$ cat config.mk
export PLATFORM = sky130hd
export DESIGN_NAME = instr_decoder_pipe_flat
export DESIGN_NICKNAME = d
export VERILOG_FILES = /design/src/rtl/instr_decoder_pipe.sv /design/src/rtl/instr_decoder_pipe_if.sv /design/src/flat_wrapper.sv
export SDC_FILE = /design/constraint.sdc
export NUM_CORES = 1
export LEC_CHECK = 0
export CAP_MARGIN = 20
export CORE_MARGIN = 2
export CORE_UTILIZATION = 30
export CTS_BUF_LIST = sky130_fd_sc_hd__clkbuf_2
export DETAILED_ROUTE_END_ITERATION = 7
export RECOVER_POWER = 100
export SETUP_SLACK_MARGIN = 0.2
export SLEW_MARGIN = 10
export SYNTH_ARGS = -nofsm -noshare
export SYNTH_HDL_FRONTEND = slang
export SYNTH_SLANG_ARGS = --single-unit
$ cat constraint.sdc
create_clock -name clk -period 2.35 [get_ports clk]
set_input_delay 0.3525 -clock clk [delete_from_list [all_inputs] [get_ports clk]]
set_output_delay 0.3525 -clock clk [all_outputs]
set_load 0.01 [all_outputs]
$ cat src/rtl/instr_decoder_pipe.sv
// Registered, handshaked instruction decoder with soft-reset and squash.
// Ports: clk, rstn (async, low), bus (slave: word in, controls out).
package instr_pkg;
   localparam int OP_RST  = 1;
   localparam int OP_LD   = 2;
   localparam int OP_ST   = 3;
   localparam int OP_JMPF = 4;
   localparam int OP_JMPB = 5;
endpackage

module instr_decoder_pipe
   import instr_pkg::*;
#(
   parameter int NREG       = 2,
   parameter int OPC_W      = 6,
   parameter int DATA_W     = 8,
   parameter int RST_CYC    = 4,
   parameter int SQUASH_CYC = 2
) (
   input logic                 clk,
   input logic                 rstn,
   instr_decoder_pipe_if.slave bus
);
   localparam int IW   = NREG + OPC_W + DATA_W;
   localparam int MAXC = (RST_CYC > SQUASH_CYC) ?
                         RST_CYC : SQUASH_CYC;
   localparam int CW   = (MAXC < 2) ? 1 : $clog2(MAXC + 1);

   typedef enum logic [1:0] {
      RUN,
      RST_HOLD,
      SQUASH
   } state_t;

   state_t          state_q, state_d;
   logic [CW-1:0]   cnt_q, cnt_d;
   logic            soft_q, soft_d;

   logic [NREG-1:0]   sel;
   logic [OPC_W-1:0]  opc;
   logic [DATA_W-1:0] dat;

   logic is_rst, is_ld, is_st, is_jf, is_jb, is_alu;
   logic sel_ok, bad;
   logic rdy, accept, load;

   logic            ov_q;
   logic            ld_q, st_q, jf_q, jb_q, ill_q;
   logic [NREG-1:0] ce_q, oe_q;
   logic [OPC_W-1:0]  opc_q;
   logic [DATA_W-1:0] dat_q;

   logic            ld_d, st_d, jf_d, jb_d;
   logic [NREG-1:0] ce_d, oe_d;

   assign sel = bus.cell_data[IW-1 -: NREG];
   assign opc = bus.cell_data[OPC_W+DATA_W-1 -: OPC_W];
   assign dat = bus.cell_data[DATA_W-1:0];

   assign is_rst = (opc == OPC_W'(OP_RST));
   assign is_ld  = (opc == OPC_W'(OP_LD));
   assign is_st  = (opc == OPC_W'(OP_ST));
   assign is_jf  = (opc == OPC_W'(OP_JMPF));
   assign is_jb  = (opc == OPC_W'(OP_JMPB));
   assign is_alu = !(is_rst || is_ld || is_st ||
                     is_jf || is_jb);

   // Zero or exactly one bit set.
   assign sel_ok = ((sel & (sel - NREG'(1))) == '0);
   assign bad    = (is_ld || is_st || is_alu) && !sel_ok;

   always_comb begin
      rdy = 1'b0;
      unique case (state_q)
         RUN:      rdy = !ov_q || bus.out_ready;
         RST_HOLD: rdy = 1'b0;
         SQUASH:   rdy = 1'b1;
         default:  rdy = 1'b0;
      endcase
   end

   assign accept = bus.in_valid && rdy;
   // Squashed words complete the handshake but never reach the output.
   assign load   = accept && (state_q == RUN);

   always_comb begin
      ld_d = 1'b0;
      st_d = 1'b0;
      jf_d = 1'b0;
      jb_d = 1'b0;
      ce_d = '0;
      oe_d = '0;
      unique case (1'b1)
         is_rst: ;
         is_ld: begin
            ld_d = 1'b1;
            ce_d = sel;
         end
         is_st: begin
            st_d = 1'b1;
            ce_d = sel;
         end
         is_jf: jf_d = 1'b1;
         is_jb: jb_d = 1'b1;
         default: oe_d = sel;
      endcase
      if (bad) begin
         ce_d = '0;
         oe_d = '0;
      end
   end

   always_comb begin
      state_d = state_q;
      cnt_d   = cnt_q;
      soft_d  = soft_q;
      unique case (state_q)
         RUN: begin
            if (accept && is_rst) begin
               state_d = RST_HOLD;
               cnt_d   = CW'(RST_CYC - 1);
               soft_d  = 1'b0;
            end else if (accept && (is_jf || is_jb) &&
                         (SQUASH_CYC > 0)) begin
               state_d = SQUASH;
               cnt_d   = CW'(SQUASH_CYC);
            end
         end
         RST_HOLD: begin
            if (cnt_q == '0) begin
               state_d = RUN;
               soft_d  = 1'b1;
            end else begin
               cnt_d = cnt_q - CW'(1);
            end
         end
         SQUASH: begin
            if (accept) begin
               if (cnt_q <= CW'(1)) begin
                  state_d = RUN;
                  cnt_d   = '0;
               end else begin
                  cnt_d = cnt_q - CW'(1);
               end
            end
         end
         default: begin
            state_d = RUN;
            cnt_d   = '0;
            soft_d  = 1'b1;
         end
      endcase
   end

   always_ff @(posedge clk or negedge rstn) begin
      if (!rstn) begin
         state_q <= RUN;
         cnt_q   <= '0;
         soft_q  <= 1'b1;
      end else begin
         state_q <= state_d;
         cnt_q   <= cnt_d;
         soft_q  <= soft_d;
      end
   end

   always_ff @(posedge clk or negedge rstn) begin
      if (!rstn) begin
         ov_q  <= 1'b0;
         ld_q  <= 1'b0;
         st_q  <= 1'b0;
         jf_q  <= 1'b0;
         jb_q  <= 1'b0;
         ill_q <= 1'b0;
         ce_q  <= '0;
         oe_q  <= '0;
         opc_q <= '0;
         dat_q <= '0;
      end else if (load) begin
         ov_q  <= 1'b1;
         ld_q  <= ld_d;
         st_q  <= st_d;
         jf_q  <= jf_d;
         jb_q  <= jb_d;
         ill_q <= bad;
         ce_q  <= ce_d;
         oe_q  <= oe_d;
         opc_q <= opc;
         dat_q <= dat;
      end else if (ov_q && bus.out_ready) begin
         // Drop strobes once consumed so stale enables never linger.
         ov_q  <= 1'b0;
         ld_q  <= 1'b0;
         st_q  <= 1'b0;
         jf_q  <= 1'b0;
         jb_q  <= 1'b0;
         ill_q <= 1'b0;
         ce_q  <= '0;
         oe_q  <= '0;
      end
   end

   assign bus.in_ready      = rdy;
   assign bus.out_valid     = ov_q;
   assign bus.soft_rstn     = soft_q;
   assign bus.load_en       = ld_q;
   assign bus.store_en      = st_q;
   assign bus.reg_ce        = ce_q;
   assign bus.reg_oe        = oe_q;
   assign bus.jmpf          = jf_q;
   assign bus.jmpb          = jb_q;
   assign bus.illegal       = ill_q;
   assign bus.instr_code    = opc_q;
   assign bus.prog_mem_data = dat_q;
endmodule

$ cat src/rtl/instr_decoder_pipe_if.sv
// Handshake bundle between fetch, the decoder and the datapath.
// Carries the instruction word in and the registered decoded controls out.
interface instr_decoder_pipe_if #(
   parameter int NREG   = 2,
   parameter int OPC_W  = 6,
   parameter int DATA_W = 8
);
   logic                          in_valid;
   logic                          in_ready;
   logic [NREG+OPC_W+DATA_W-1:0]  cell_data;
   logic                          out_valid;
   logic                          out_ready;
   logic                          soft_rstn;
   logic                          load_en;
   logic                          store_en;
   logic [NREG-1:0]               reg_ce;
   logic [NREG-1:0]               reg_oe;
   logic                          jmpf;
   logic                          jmpb;
   logic                          illegal;
   logic [OPC_W-1:0]              instr_code;
   logic [DATA_W-1:0]             prog_mem_data;

   modport slave (
      input  in_valid, cell_data, out_ready,
      output in_ready, out_valid, soft_rstn,
      output load_en, store_en, reg_ce, reg_oe,
      output jmpf, jmpb, illegal,
      output instr_code, prog_mem_data
   );

   modport master (
      output in_valid, cell_data, out_ready,
      input  in_ready, out_valid, soft_rstn,
      input  load_en, store_en, reg_ce, reg_oe,
      input  jmpf, jmpb, illegal,
      input  instr_code, prog_mem_data
   );
endinterface

$ cat src/flat_wrapper.sv
// flat-port wrapper written by rule: the top's interface ports become plain ports
module instr_decoder_pipe_flat import instr_pkg::*;
#(
   parameter int NREG       = 2,
   parameter int OPC_W      = 6,
   parameter int DATA_W     = 8,
   parameter int RST_CYC    = 4,
   parameter int SQUASH_CYC = 2
)
  (clk, rstn, bus_in_valid, bus_cell_data, bus_out_ready, bus_in_ready, bus_out_valid, bus_soft_rstn, bus_load_en, bus_store_en, bus_reg_ce, bus_reg_oe, bus_jmpf, bus_jmpb, bus_illegal, bus_instr_code, bus_prog_mem_data);
  instr_decoder_pipe_if #(.NREG(NREG), .OPC_W(OPC_W), .DATA_W(DATA_W)) bus_i ();
  input logic clk;
  input logic rstn;
  input wire logic [$bits(bus_i.in_valid)-1:0] bus_in_valid;
  input wire logic [$bits(bus_i.cell_data)-1:0] bus_cell_data;
  input wire logic [$bits(bus_i.out_ready)-1:0] bus_out_ready;
  output wire logic [$bits(bus_i.in_ready)-1:0] bus_in_ready;
  output wire logic [$bits(bus_i.out_valid)-1:0] bus_out_valid;
  output wire logic [$bits(bus_i.soft_rstn)-1:0] bus_soft_rstn;
  output wire logic [$bits(bus_i.load_en)-1:0] bus_load_en;
  output wire logic [$bits(bus_i.store_en)-1:0] bus_store_en;
  output wire logic [$bits(bus_i.reg_ce)-1:0] bus_reg_ce;
  output wire logic [$bits(bus_i.reg_oe)-1:0] bus_reg_oe;
  output wire logic [$bits(bus_i.jmpf)-1:0] bus_jmpf;
  output wire logic [$bits(bus_i.jmpb)-1:0] bus_jmpb;
  output wire logic [$bits(bus_i.illegal)-1:0] bus_illegal;
  output wire logic [$bits(bus_i.instr_code)-1:0] bus_instr_code;
  output wire logic [$bits(bus_i.prog_mem_data)-1:0] bus_prog_mem_data;
  assign bus_i.in_valid = bus_in_valid;
  assign bus_i.cell_data = bus_cell_data;
  assign bus_i.out_ready = bus_out_ready;
  assign bus_in_ready = bus_i.in_ready;
  assign bus_out_valid = bus_i.out_valid;
  assign bus_soft_rstn = bus_i.soft_rstn;
  assign bus_load_en = bus_i.load_en;
  assign bus_store_en = bus_i.store_en;
  assign bus_reg_ce = bus_i.reg_ce;
  assign bus_reg_oe = bus_i.reg_oe;
  assign bus_jmpf = bus_i.jmpf;
  assign bus_jmpb = bus_i.jmpb;
  assign bus_illegal = bus_i.illegal;
  assign bus_instr_code = bus_i.instr_code;
  assign bus_prog_mem_data = bus_i.prog_mem_data;
  instr_decoder_pipe #(.NREG(NREG), .OPC_W(OPC_W), .DATA_W(DATA_W), .RST_CYC(RST_CYC), .SQUASH_CYC(SQUASH_CYC)) u_core (.clk(clk), .rstn(rstn), .bus(bus_i));
endmodule
==> results.toml <==
[outcome]
run_status = "finished clean"

[power]
power_density_mw_per_mm2 = 982
totalPowerFinal_uw = 1960
ir_worst_vdd_uv = 474
total_leakage_power_uw = 0.000956

[yosys]
post_synth_instance_area_mm2 = 0.00142
mappedNetlistNets = 173
synth_top_cell_by_area = "sky130_fd_sc_hd__dfrtp_1"
async_reset_ff_share_pct = 100
syn_area_per_cell_um2 = 9.48
postSynth.topFlopCell = "sky130_fd_sc_hd__dfrtp_1"
yosys_register_bits = 30
post_synthesis_sequential_area_ratio_pct = 52.9
yosys_warnings = 0
synthCells = 150
synth_enable_flop_cells = 0
synth_top_area_share_pct = 51.0
synth_commonest_cells = "sky130_fd_sc_hd__nand2_1, sky130_fd_sc_hd__dfrtp_1, sky130_fd_sc_hd__clkbuf_1, sky130_fd_sc_hd__nor2_1, sky130_fd_sc_hd__o21ai_0"
synth_cell_types = 34
synth.most_common_cell = "sky130_fd_sc_hd__nand2_1"
largest_cells_by_area_after_synthesis = "sky130_fd_sc_hd__dfrtp_1, sky130_fd_sc_hd__nand2_1, sky130_fd_sc_hd__a22o_1"

[placed_design]
dp_hpwl_um = 2620
dpl_worst_slack_ns = 0.0588
gp_routability_congestion = 0.841
dp.cells = 251
numPortBuffers = 45

[timing]
report.final.hold_viol_count = 0
timing.slew.headroom_pct = 51.9
finalClockSkew_ns = 0.0157
grt_setup_unrepaired = "false"
finalCritPeriodShare_pct = 89.9
fmaxAchievable_ghz = 0.474
setup_slack_ns = 0.238
timing.final.max_slew_violations = 0
period_minus_slack_ns = 2.11
worst_slew_pin_slew_ns = 0.721
fin_hold_ws_ns = 0.437
finalSetupViolCount = 0
finalSetupTns_ns = 0

[grt]
most_utilized_layer_in_the_global_route_result = "met2"
grt_use_met2_pct = 22.6
grt_start_max_net_pins = 31
first_pass_grt_wire_length_um = 6050
globalRouteMet1Util_pct = 20.9
aggregate_global_routing_overflow = 0
global_route.usage.total_pct = 15.0
first_global_vias = 1233
initial_antenna_violation_count = 0
grtUsageMet3_pct = 4.14

[layout]
layout.area.seq_um2 = 753
syn_to_final_growth_pct = 40.5
num-nets-final = 227
antennaDiodeCount = 0
share_of_post_route_cells_with_drive_strength_above_1_pct = 9.27
filler_cell_count = 463
area_of_the_multi_input_gates_um2 = 606
finalNonFillerCells = 259

[floorplan]
die_area_mm2 = 0.00531
initial_utilization_pct = 30.5
die-height_um = 72.9
core_region_area_mm2 = 0.00466
io-pin-count = 46
die_x_um = 72.9
rows = 25

[setup_path]
cp_num_cells = 5
cp.arrival_ns = 1.76
critPathBufInv = 2
worst_setup_path_end_kind = "output pin"
rr_worst_depth = 4
worstPathRequired_ns = 2.00
timing.critical_path.fanout_max = 2
slowest_stage = "sky130_fd_sc_hd__dlygate4sd3_1"
worst_path_most_repeated_cell = "sky130_fd_sc_hd__nor2_1"
cpLargestDelayFamily = "buffers and inverters"
timing.critical_path.cells = "clkdlybuf4s50_1, nand2b_1, nor2_1, nor2_1, dlygate4sd3_1"
critical-path-max-stage-delay_ns = 0.61
crit_type = "in -> out"
worst_setup_path_start_kind = "primary input"

[clocking]
clockRootBuffer = "sky130_fd_sc_hd__clkbuf_2"
tritoncts.num_buffers = 5
clock_latency_ns = 0.35
cts_htree_levels = 2
tritoncts_num_sinks = 30
cts_max_path_buffers = 2
post_cts.repair.setup_buffers = 0
tritoncts_clock_tree = "done"
worst_setup_hold_path_clk_slew_ns = 0.16

[drt]
drt_pass1_iterations = 4
routed_via_density = 4.83
routed_wl_um = 3470
route.antenna.remaining_nets = 0
drtIter0Drc = 47
routed-via-count = 1250
route.detailed.drc = 0
wl_per_cell_um = 13.4

[worst_hold_path]
hold_class = "in -> async"

[job]
maxCapViolCount = 0
## final timing paths
path	startpoint	to	slack, ns
worst max-delay path	bus_out_ready	bus_in_ready	0.24
worst min-delay path	rstn	u_core.bus.store_en	0.44
worst max register to register	u_core.state_q[0]	u_core.bus.reg_oe[1]	0.52
worst min register to register	u_core.bus.prog_mem_data[0]	u_core.bus.prog_mem_data[0]	0.49
max in group asynchronous	rstn	u_core.bus.soft_rstn	1.58
min in group clk	u_core.bus.prog_mem_data[0]	u_core.bus.prog_mem_data[0]	0.49
## worst register-to-register path, stage by stage (launching register included)
cell	delay [ns]
sky130_fd_sc_hd__dfrtp_1	0.59
sky130_fd_sc_hd__nor2_1	0.11
sky130_fd_sc_hd__and3_1	0.25
sky130_fd_sc_hd__a21oi_1	0.56
sky130_fd_sc_hd__a22o_1	0.26
## cell families (layout without fill, tap and decap cells)
logic type | after synthesis | count (layout) | share of synthesized area, %
compound gates | 29 | 29 | 15.9
fa+ha+maj | 3 | 3 | 2.64
buf+inv | 12 | 67 | 3.17
flops | 30 | 30 | 52.9
mux | 1 | 1 | 0.792
simple gates | 75 | 75 | 24.6
## timing repair
item	in CTS	in global routing
hold buffers	0	0
setup endpoints to repair	0	1
endpoints found under the hold margin	0	0
resized for setup	0	1
## cells in the final DEF (no fill, tap or decap), types with 2 or more instances in the layout
master / Yosys / layout
sky130_fd_sc_hd__ha_1: 3 / 3
sky130_fd_sc_hd__buf_4: 0 / 7
sky130_fd_sc_hd__a21oi_1: 3 / 4
sky130_fd_sc_hd__o21ai_0: 6 / 6
sky130_fd_sc_hd__dfrtp_1: 29 / 28
sky130_fd_sc_hd__nor3b_1: 2 / 2
sky130_fd_sc_hd__a22o_1: 5 / 5
sky130_fd_sc_hd__and3_1: 2 / 2
sky130_fd_sc_hd__inv_1: 5 / 5
sky130_fd_sc_hd__nand2b_1: 3 / 3
sky130_fd_sc_hd__nand2_1: 48 / 48
sky130_fd_sc_hd__nand3_1: 2 / 2
sky130_fd_sc_hd__nor2_1: 6 / 6
sky130_fd_sc_hd__clkbuf_2: 0 / 6
sky130_fd_sc_hd__clkdlybuf4s50_1: 0 / 17
sky130_fd_sc_hd__a32o_1: 4 / 4
sky130_fd_sc_hd__nor3_1: 4 / 4
sky130_fd_sc_hd__dlygate4sd3_1: 0 / 28
sky130_fd_sc_hd__nor2b_1: 3 / 3
## cell type report
type	instances	share of cell area (%)
sequential	30	37.7
multi-input combinational	108	30.3
timing repair buffer	54	25.7
tap	54	3.38
clock buffer	6	1.50
inverter	5	0.939
clock inverter	2	0.438
## through the flow
stage	utilization (%)	cell area (um2)
5_1_grt	42.9	2000
4_1_cts	43.4	2020
3_3_place_gp	42.5	1980
6_report	42.9	2000
3_5_place_dp	42.5	1980
2_1_floorplan	-	1420
## report_power, final
group	total, uW	internal (uW)	switching (uW)	leakage [uW]
Combinational	880	451	429	0.000543
Clock	245	73.3	172	0.0000304
Sequential	836	700	136	0.000382
Total	1960	1220	737	0.000956
## routing by layer
layer / routed length [um] / vias to the layer above
met1: 1630 / 575
met2: 1620 / 38
met5: 0 / -
met3: 187 / 5
li1: - / 632
met4: 33 / 0
## state kept, by name, indices dropped and copies added, names as in the netlist
register,count
u_core.bus.prog_mem_data,8
u_core.bus.out_valid,1
u_core.bus.jmpf,1
u_core.bus.store_en,1
u_core.bus.reg_oe,2
u_core.bus.jmpb,1
u_core.bus.illegal,1
u_core.bus.soft_rstn,1
u_core.bus.reg_ce,2
u_core.bus.load_en,1
u_core.cnt_q,3
u_core.state_q,2
u_core.bus.instr_code,6
Power figures use the tool's default switching activity.
